**config.mk**
```make
export PLATFORM = sky130hd
export DESIGN_NAME = spi_slave_flat
export DESIGN_NICKNAME = d
export VERILOG_FILES = /design/src/rtl/spi_pkg.sv /design/src/rtl/spi_slave_if.sv /design/src/rtl/spi_sync_edge.sv /design/src/rtl/spi_slave.sv /design/src/flat_wrapper.sv
export SDC_FILE = /design/constraint.sdc
export NUM_CORES = 1
export LEC_CHECK = 0
export ABC_AREA = 1
export BUFFER_PORTS_ARGS = -buffer_cell sky130_fd_sc_hd__buf_4
export CAP_MARGIN = 5
export CORE_UTILIZATION = 25
export DETAILED_ROUTE_END_ITERATION = 10
export RECOVER_POWER = 25
export SETUP_SLACK_MARGIN = 0.02
export SLEW_MARGIN = 30
export SYNTH_ARGS = -nofsm -noshare
export SYNTH_HDL_FRONTEND = slang
export SYNTH_SLANG_ARGS = --single-unit
export TNS_END_PERCENT = 50
```
**constraint.sdc**
```tcl
create_clock -name i_clk -period 1.85 [get_ports i_clk]
set_input_delay 0.0925 -clock i_clk [delete_from_list [all_inputs] [get_ports i_clk]]
set_output_delay 0.0925 -clock i_clk [all_outputs]
set_load 0.02 [all_outputs]
```
**src/rtl/spi_pkg.sv**
```systemverilog
// Shared definitions for the SPI slave block: default frame width,
// default synchronizer depth and the frame-level state encoding.
`timescale 1ns/1ps
package spi_pkg;

    localparam int unsigned SPI_DATA_W      = 8;
    localparam int unsigned SPI_SYNC_STAGES = 2;

    typedef enum logic {
        IDLE,
        ACTIVE
    } state_t;

endpackage

```
**src/rtl/spi_slave_if.sv**
```systemverilog
// Bus bundle for the SPI slave: on-chip byte handshake plus the SPI pins.
//   i_tx_data  : byte to transmit, sampled at frame start / byte boundary
//   o_tx_done  : one-cycle pulse when a byte has been shifted out
//   o_rx_data  : last complete received byte
//   o_rx_done  : one-cycle pulse when o_rx_data was updated
//   i_spi_cs   : chip select, active low, asynchronous
//   i_spi_clk  : SPI clock, idle low, asynchronous
//   i_spi_mosi : master-out data
//   o_spi_miso : slave-out data
// The slave modport is used by spi_slave; the master modport by whatever
// drives the pins and consumes the bytes.
`timescale 1ns/1ps
interface spi_slave_if #(
    parameter int unsigned DATA_W = spi_pkg::SPI_DATA_W
) ();

    logic [DATA_W-1:0] i_tx_data;
    logic              o_tx_done;
    logic [DATA_W-1:0] o_rx_data;
    logic              o_rx_done;
    logic              i_spi_cs;
    logic              i_spi_clk;
    logic              i_spi_mosi;
    logic              o_spi_miso;

    modport slave (
        input  i_tx_data,
        output o_tx_done,
        output o_rx_data,
        output o_rx_done,
        input  i_spi_cs,
        input  i_spi_clk,
        input  i_spi_mosi,
        output o_spi_miso
    );

    modport master (
        output i_tx_data,
        input  o_tx_done,
        input  o_rx_data,
        input  o_rx_done,
        output i_spi_cs,
        output i_spi_clk,
        output i_spi_mosi,
        input  o_spi_miso
    );

endinterface

```
**src/rtl/spi_sync_edge.sv**
```systemverilog
// Multi-flop synchronizer for one asynchronous bit with edge detection.
//   clk, rst : system clock, asynchronous active-high reset
//   din      : asynchronous input
//   sync     : synchronized value (registered)
//   rise_c   : sync went 0->1 this cycle (combinational)
//   fall_c   : sync went 1->0 this cycle (combinational)
`timescale 1ns/1ps
module spi_sync_edge #(
    parameter int unsigned SYNC_STAGES = 2,
    parameter logic        RST_VAL     = 1'b0
) (
    input  logic clk,
    input  logic rst,
    input  logic din,
    output logic sync,
    output logic rise_c,
    output logic fall_c
);

    logic [SYNC_STAGES-1:0] chain_q;
    logic                   prev_q;

    // Synchronizer chain plus one-cycle-delayed copy for edge detection
    always_ff @(posedge clk or posedge rst) begin
        if (rst) begin
            chain_q <= {SYNC_STAGES{RST_VAL}};
            prev_q  <= RST_VAL;
        end else begin
            chain_q <= {chain_q[SYNC_STAGES-2:0], din};
            prev_q  <= chain_q[SYNC_STAGES-1];
        end
    end

    assign sync   = chain_q[SYNC_STAGES-1];
    assign rise_c = chain_q[SYNC_STAGES-1] & ~prev_q;
    assign fall_c = ~chain_q[SYNC_STAGES-1] & prev_q;

endmodule

```
**src/rtl/spi_slave.sv**
```systemverilog
// SPI mode-0 slave, MSB first, full duplex, oversampled in the i_clk domain.
//   i_clk : system clock (at least 8x SCLK)
//   i_rst : asynchronous active-high reset
//   bus   : spi_slave_if.slave (byte handshake + SPI pins)
// Received bytes appear on o_rx_data with an o_rx_done pulse; each shifted-out
// byte gives an o_tx_done pulse and reloads the next byte from i_tx_data.
`timescale 1ns/1ps
module spi_slave #(
    parameter int unsigned DATA_W      = spi_pkg::SPI_DATA_W,
    parameter int unsigned SYNC_STAGES = spi_pkg::SPI_SYNC_STAGES
) (
    input  logic           i_clk,
    input  logic           i_rst,
    spi_slave_if.slave     bus
);

    import spi_pkg::*;

    localparam int unsigned CNT_W = $clog2(DATA_W);

    logic cs_sync, cs_rise, cs_fall;
    logic sclk_sync, sclk_rise, sclk_fall;
    logic [SYNC_STAGES-1:0] mosi_q;
    logic mosi_sync;

    state_t            state_q, state_d;
    logic [CNT_W-1:0]  rx_cnt_q, rx_cnt_d;
    logic [CNT_W-1:0]  tx_cnt_q, tx_cnt_d;
    // Bits already received / still to send; the bit on MISO lives in miso_q
    logic [DATA_W-2:0] rx_shift_q, rx_shift_d;
    logic [DATA_W-2:0] tx_shift_q, tx_shift_d;
    logic [DATA_W-1:0] rx_data_q, rx_data_d;
    logic              rx_done_q, rx_done_d;
    logic              tx_done_q, tx_done_d;
    logic              miso_q, miso_d;
    logic [DATA_W-1:0] rx_next;

    // Chip select idles high, so its synchronizer resets to 1
    spi_sync_edge #(.SYNC_STAGES(SYNC_STAGES), .RST_VAL(1'b1)) u_cs_sync (
        .clk    (i_clk),
        .rst    (i_rst),
        .din    (bus.i_spi_cs),
        .sync   (cs_sync),
        .rise_c (cs_rise),
        .fall_c (cs_fall)
    );

    spi_sync_edge #(.SYNC_STAGES(SYNC_STAGES), .RST_VAL(1'b0)) u_sclk_sync (
        .clk    (i_clk),
        .rst    (i_rst),
        .din    (bus.i_spi_clk),
        .sync   (sclk_sync),
        .rise_c (sclk_rise),
        .fall_c (sclk_fall)
    );

    // MOSI needs only the level; same depth keeps it aligned with SCLK
    always_ff @(posedge i_clk or posedge i_rst) begin
        if (i_rst) mosi_q <= '0;
        else       mosi_q <= {mosi_q[SYNC_STAGES-2:0], bus.i_spi_mosi};
    end
    assign mosi_sync = mosi_q[SYNC_STAGES-1];

    logic unused_sclk_level;
    assign unused_sclk_level = sclk_sync;

    // State and datapath registers
    always_ff @(posedge i_clk or posedge i_rst) begin
        if (i_rst) begin
            state_q    <= IDLE;
            rx_cnt_q   <= '0;
            tx_cnt_q   <= '0;
            rx_shift_q <= '0;
            tx_shift_q <= '0;
            rx_data_q  <= '0;
            rx_done_q  <= 1'b0;
            tx_done_q  <= 1'b0;
            miso_q     <= 1'b0;
        end else begin
            state_q    <= state_d;
            rx_cnt_q   <= rx_cnt_d;
            tx_cnt_q   <= tx_cnt_d;
            rx_shift_q <= rx_shift_d;
            tx_shift_q <= tx_shift_d;
            rx_data_q  <= rx_data_d;
            rx_done_q  <= rx_done_d;
            tx_done_q  <= tx_done_d;
            miso_q     <= miso_d;
        end
    end

    // Next-state and datapath logic; cs_rise overrides any SCLK edge
    always_comb begin
        state_d    = state_q;
        rx_cnt_d   = rx_cnt_q;
        tx_cnt_d   = tx_cnt_q;
        rx_shift_d = rx_shift_q;
        tx_shift_d = tx_shift_q;
        rx_data_d  = rx_data_q;
        rx_done_d  = 1'b0;
        tx_done_d  = 1'b0;
        miso_d     = miso_q;
        rx_next    = {rx_shift_q, mosi_sync};

        if (cs_rise) begin
            state_d    = IDLE;
            rx_cnt_d   = '0;
            tx_cnt_d   = '0;
            rx_shift_d = '0;
            miso_d     = 1'b0;
        end else begin
            case (state_q)
                IDLE: begin
                    rx_cnt_d = '0;
                    tx_cnt_d = '0;
                    miso_d   = 1'b0;
                    if (cs_fall) begin
                        state_d    = ACTIVE;
                        rx_shift_d = '0;
                        tx_shift_d = bus.i_tx_data[DATA_W-2:0];
                        miso_d     = bus.i_tx_data[DATA_W-1];
                    end
                end
                ACTIVE: begin
                    if (sclk_rise && !cs_sync) begin
                        if (rx_cnt_q == CNT_W'(DATA_W - 1)) begin
                            rx_data_d  = rx_next;
                            rx_done_d  = 1'b1;
                            rx_cnt_d   = '0;
                            rx_shift_d = '0;
                        end else begin
                            rx_shift_d = rx_next[DATA_W-2:0];
                            rx_cnt_d   = rx_cnt_q + CNT_W'(1);
                        end
                    end
                    if (sclk_fall && !cs_sync) begin
                        if (tx_cnt_q == CNT_W'(DATA_W - 1)) begin
                            // Byte boundary: reload so the next byte can follow under the same CS
                            tx_done_d  = 1'b1;
                            tx_cnt_d   = '0;
                            tx_shift_d = bus.i_tx_data[DATA_W-2:0];
                            miso_d     = bus.i_tx_data[DATA_W-1];
                        end else begin
                            miso_d     = tx_shift_q[DATA_W-2];
                            tx_shift_d = {tx_shift_q[DATA_W-3:0], 1'b0};
                            tx_cnt_d   = tx_cnt_q + CNT_W'(1);
                        end
                    end
                end
                default: state_d = IDLE;
            endcase
        end
    end

    assign bus.o_rx_data  = rx_data_q;
    assign bus.o_rx_done  = rx_done_q;
    assign bus.o_tx_done  = tx_done_q;
    assign bus.o_spi_miso = miso_q;

endmodule

```
**src/flat_wrapper.sv**
```systemverilog
// flat-port wrapper written by rule: the top's interface ports become plain ports
module spi_slave_flat import spi_pkg::*;
#(
    parameter int unsigned DATA_W      = spi_pkg::SPI_DATA_W,
    parameter int unsigned SYNC_STAGES = spi_pkg::SPI_SYNC_STAGES
)
  (i_clk, i_rst, bus_i_tx_data, bus_o_tx_done, bus_o_rx_data, bus_o_rx_done, bus_i_spi_cs, bus_i_spi_clk, bus_i_spi_mosi, bus_o_spi_miso);
  spi_slave_if #(.DATA_W(DATA_W)) bus_i ();
  input  logic i_clk;
  input  logic i_rst;
  input wire logic [$bits(bus_i.i_tx_data)-1:0] bus_i_tx_data;
  output wire logic [$bits(bus_i.o_tx_done)-1:0] bus_o_tx_done;
  output wire logic [$bits(bus_i.o_rx_data)-1:0] bus_o_rx_data;
  output wire logic [$bits(bus_i.o_rx_done)-1:0] bus_o_rx_done;
  input wire logic [$bits(bus_i.i_spi_cs)-1:0] bus_i_spi_cs;
  input wire logic [$bits(bus_i.i_spi_clk)-1:0] bus_i_spi_clk;
  input wire logic [$bits(bus_i.i_spi_mosi)-1:0] bus_i_spi_mosi;
  output wire logic [$bits(bus_i.o_spi_miso)-1:0] bus_o_spi_miso;
  assign bus_i.i_tx_data = bus_i_tx_data;
  assign bus_o_tx_done = bus_i.o_tx_done;
  assign bus_o_rx_data = bus_i.o_rx_data;
  assign bus_o_rx_done = bus_i.o_rx_done;
  assign bus_i.i_spi_cs = bus_i_spi_cs;
  assign bus_i.i_spi_clk = bus_i_spi_clk;
  assign bus_i.i_spi_mosi = bus_i_spi_mosi;
  assign bus_o_spi_miso = bus_i.o_spi_miso;
  spi_slave #(.DATA_W(DATA_W), .SYNC_STAGES(SYNC_STAGES)) u_core (.i_clk(i_clk), .i_rst(i_rst), .bus(bus_i));
endmodule
```
# After elaboration in Yosys (flattened, before gate mapping)
# Index checks and enable logic that the tools add are counted.
# classes
addsub,2
n_eq_ne,7
mux,33
bitwise,10
reduce_logical,6
# ops
operator,count
$mux W7,7
$pmux W7 S2,2
$mux W3,6
$mux W1,15
$pmux W3 S2,2
$add A3 B1 Y3 const B,2
$eq A3 B3 Y1 const B,2
$ne A3 B2 Y1 const B,2
$not A1 Y1,6
$and A1 B1 Y1,4
$reduce_and A4 Y1,1
$ne A3 B1 Y1 const B,1
$reduce_and A3 Y1,1
$logic_and A1 B1 Y1,2
$ne A2 B1 Y1 const B,1
$ne A2 B2 Y1 const B,1
$pmux W1 S2,1
$reduce_and A2 Y1,1
$logic_not A1 Y1,1
# totals
reg_bits,40
in_bits,13

# Logic depth before layout (Yosys ltp)
# depth
depth_word,6
mapped_depth,9
ltp_nobuf,9

# Cells and area by module
# Synthesis repeated with hierarchy kept, for this count alone.
# unflattened
cells_unflattened,210
area_unflattened_um2,1853.0
# by_module_without_submodules
mod,instances,cells_per_inst,area_each_um2
spi_slave,1,194,1661.6
spi_sync_edge (u_core.u_cs_sync),1,8,97.6
spi_sync_edge (u_core.u_sclk_sync),1,8,93.8

# Worst setup path before layout
# Ideal clock, no wire load.
# synth_timing
kind,reg-to-reg
startpoint,reg u_core.tx_cnt_q[0]
endpoint,reg u_core.tx_shift_q[1]
arrival_time_ps,1277
setup_slack_ps,508
stages_incl_launch_ff,10
n_path_buf,0
synth_period_minus_slack_ps,1342
path_cell_list,dfrtp_1 > ha_1 > ha_1 > inv_1 > nand2_2 > inv_1 > nand2_1 > nand2_1 > nand3_1 > nand2_1
# synth_via
elab_chain_cells,4
# synth_rtl
item,line_no,source
from (decl),spi_slave.sv:28,"logic [CNT_W-1:0] tx_cnt_q, tx_cnt_d;"
from (signal assigned),spi_slave.sv:82,tx_cnt_q <= tx_cnt_d;
$eq A3 B3 Y1,spi_slave.sv:137,if (tx_cnt_q == CNT_W'(DATA_W - 1)) begin
$mux W7,spi_slave.sv:137,
$mux W7,spi_slave.sv:136,if (sclk_fall && !cs_sync) begin
$pmux W7 S2,spi_slave.sv:112,case (state_q)
to (signal assigned),spi_slave.sv:84,tx_shift_q <= tx_shift_d;
to (decl),spi_slave.sv:31,"logic [DATA_W-2:0] tx_shift_q, tx_shift_d;"
# No other way between the ends. The select of a mux whose other input is x is not followed.
# A chain may end at the register's enable or synchronous reset.

# Final worst setup path
# layout_timing
startpoint,reg u_core.rx_cnt_q[0]
endpoint,"reg u_core.rx_data_q[1], in the netlist u_core.bus.o_rx_data[1]"
# layout_via
elab_chain_cells,2
# layout_rtl
item,line_no,source
from (decl),spi_slave.sv:27,"logic [CNT_W-1:0] rx_cnt_q, rx_cnt_d;"
from (signal assigned),spi_slave.sv:81,rx_cnt_q <= rx_cnt_d;
$eq A3 B3 Y1,spi_slave.sv:126,if (rx_cnt_q == CNT_W'(DATA_W - 1)) begin
$reduce_and A4 Y1 (no line),n/a,
to (signal assigned),spi_slave.sv:85,rx_data_q <= rx_data_d;
to (decl),spi_slave.sv:32,"logic [DATA_W-1:0] rx_data_q, rx_data_d;"
# No other way between the ends.

==> out/qor.yml <==
global_routing:
  grt_pass1_vias: 1331
  grt_overflow: 0
  grt_pass1_wl_um: 5989
  grt_usage: 0.1072
  grt_max_degree: 41
  grt_antenna_before_repair: 0
layout:
  final_nets: 251
  synthToLayoutAreaGrowth_pct: 22.17
  n_antenna_cell: 0
  layout-drive-gt1-share: 0.1795
  final_cell_mix: "87 x nand2_1, 37 x dfrtp_1, 22 x nand3_1"
  final_common_cell: "nand2_1"
placed_design:
  io_buffers: 23
  place_hpwl_um: 2220
  gp_congestion: 0.8138
logic_synthesis:
  synth-simple-area-share: 0.3234
  synth_area_leaders: "dfrtp_1 54%, nand2_1 19%, nand3_1 6.4%"
  synth_top_family_by_area: "simple AND/OR/NAND/NOR gates"
  synth.cell_area_um2: 1722
  avgSynthCellArea_um2: 8.652
  synthAdderAreaFrac: 0.02907
  synth_compound_area_frac: 0.02762
  yosysTopAreaCellShare: 0.5378
  synth_nets: 216
  yosys_register_bits: 40
  synth_mux_area_frac: 0
  synth_cell_types: 20
  yosysWarnings: 0
  syn_inst: 199
  yosys.area.top_type: "dfrtp_1"
  ys_seq_area_frac: 0.5836
  synthArstFlopShare: 1.000
  synth-xor-area-share: 0
  synthFlopType: "dfrtp_1"
  synth-edff-count: 0
critical_path:
  r2r_end: "u_core.bus.o_rx_data[1]$_DFFE_PP0P_"
  critPathRequiredTime_ns: 2.09
  r2r_cells: 6
  reg2reg_from: "u_core.rx_cnt_q[0]$_DFFE_PP0P_"
  start_kind: "flop"
  arrival_ns: 1.85
  critPathMaxFanout: 9
  path_class: "reg2reg"
  startpoint: "u_core.rx_cnt_q[0]$_DFFE_PP0P_"
  end_kind: "flop"
  r2r_slack_ns: 0.24
sta:
  max_slew_margin: 0.3458
  worstMarginPinSlew_ns: 0.9813
  rsz0062_at_grt: "no"
  fin_tns_setup_ns: 0
  setup_viol: 0
  whs_ns: 0.05537
  hold_violations: 0
  report.final.slew_viol_count: 0
  layout_min_cycle_time_ns: 1.610
  fmaxAchievable_ghz: 0.6210
  finalClockSkew_ns: 0.005057
  fin_crit_sh: 0.8705
cts:
  clkTransAtPathRegs_ns: 0.07
  htreeDepth: 2
  cts.sinks: 40
  cts_buffer_depth: 2
  insertion_delay_ns: 0.30
  cts_made_buffers: 5
  root_buffer: "clkbuf_8"
  post_cts.repair.setup_buffers: 0
  cts_tree: "yes"
floorplan:
  die_y_um: 84.99
  die_w_um: 84.99
  core_area_um2: 6495
  dieArea_um2: 7222
  initial_core_util: 0.2651
  num_rows: 29
  ioPinCount: 24
worst_hold_path:
  holdCritPathClass: "in2reg"
  hold_path_depth: 3
  holdPathEnd: "u_core.tx_shift_q[0]$_DFFE_PP0P_"
  hp-start: "bus_i_tx_data[0]"
route:
  first_pass_iters: 4
  via_per_inst: 4.293
  ant_nets: 0
  avgRoutedWirePerCell_um: 10.67
  finalWirelength_um: 3319
  drt_iter0_drc: 73
  drc: 0
  num_vias: 1335
job:
  drv_cap: 0
power_and_ir_drop:
  p_leak_nw: 1.127
  powerDensity_nw_per_um2: 852.3
  irDropWorstVdd_mv: 0.3294
status:
  status: "finished, final reports clean"
-- logic make-up (layout without fill, tap and decap cells) --
kind of cell | Yosys count | count (layout)
and+or+nand+nor | 132 | 132
buffers and inverters | 15 | 50
DFF | 40 | 40
AOI/OAI and AO/OA | 8 | 8
adders and majority gates | 4 | 4
-- Yosys cell counts (2+ instances only) --
| master | instances |
|---|---|
| inv_1 | 8 |
| nand2_2 | 4 |
| o21ai_0 | 2 |
| dfstp_2 | 3 |
| nand3_1 | 22 |
| ha_1 | 4 |
| inv_2 | 3 |
| nand2_1 | 87 |
| o21ai_1 | 4 |
| nor3_1 | 2 |
| dfrtp_1 | 37 |
| nor2_1 | 14 |
| buf_2 | 2 |
-- layout make-up --
type	count	area, um2
inverters	12	45.04
well taps	77	96.34
fillers	689	4392
clock buffers	6	72.57
repair buffers	31	225.2
flip-flops and latches	40	1005
clock inverters	1	5.005
multi-input cells	144	654.4
-- worst max-delay path by stage --
stage                                           to  slack (ns)  cells after the start
6_report       u_core.bus.o_rx_data[1]$_DFFE_PP0P_        0.24                      6
3_3_place_gp   u_core.bus.o_rx_data[1]$_DFFE_PP0P_        0.27                      6
5_1_grt        u_core.bus.o_rx_data[2]$_DFFE_PP0P_        0.12                      6
4_1_cts        u_core.bus.o_rx_data[5]$_DFFE_PP0P_        0.21                      6
2_1_floorplan     u_core.tx_shift_q[1]$_DFFE_PP0P_        0.51                      9
3_5_place_dp   u_core.bus.o_rx_data[1]$_DFFE_PP0P_        0.22                      6
-- flip-flops by register name, summed over array words and instances, names as in the netlist --
register	flops
u_core.u_sclk_sync.prev_q	1
u_core.rx_shift_q	7
u_core.state_q	1
u_core.u_cs_sync.chain_q	2
u_core.rx_cnt_q	3
u_core.u_cs_sync.prev_q	1
u_core.bus.o_rx_data	8
u_core.bus.o_spi_miso	1
u_core.u_sclk_sync.chain_q	2
u_core.bus.o_tx_done	1
u_core.tx_shift_q	7
u_core.bus.o_rx_done	1
u_core.tx_cnt_q	3
u_core.mosi_q	2
-- per-layer routing --
layer | global-route usage | part of all wire | vias up
met4 | 0.02773 | 0.012 | 0
met1 | 0.1437 | 0.52 | 601
met5 | 0 | 0 | -
met3 | 0.04669 | 0.055 | 5
li1 | - | - | 697
met2 | 0.1584 | 0.42 | 32
-- through the flow --
step                      setup slack, ns    util  area (um2)  power (mW)  std cells
after global placement             0.2728  0.3084        2003       1.251        300
after CTS                          0.2061  0.3265        2121       1.827        311
after global routing               0.1153  0.3238        2103       1.914        311
final                              0.2396  0.3238        2103       1.793        311
after detailed placement           0.2227  0.3084        2003       1.251        300
after floorplan                    0.5080       -        1722       1.171        199
-- repair_timing --
item / 4_1_cts / 5_1_grt
hold endpoints to repair: 40 / 0
hold buffers: 4 / 0
resized for setup: 0 / 0
-- critical path, stage by stage (launching register included) --
cell and delay (ns):
dfrtp_1 0.36, ha_1 0.15, ha_1 0.16, clkinv_1 0.25, nor3_4 0.45, nand2_1 0.10
nand2_1 0.07
-- power by group --
group | internal [mW] | switching, mW | leakage [nW]
clock | 0.256 | 0.297 | 0.0410
sequential | 0.946 | 0.0485 | 0.522
combinational | 0.0930 | 0.151 | 0.565
Power figures use the tool's default switching activity.
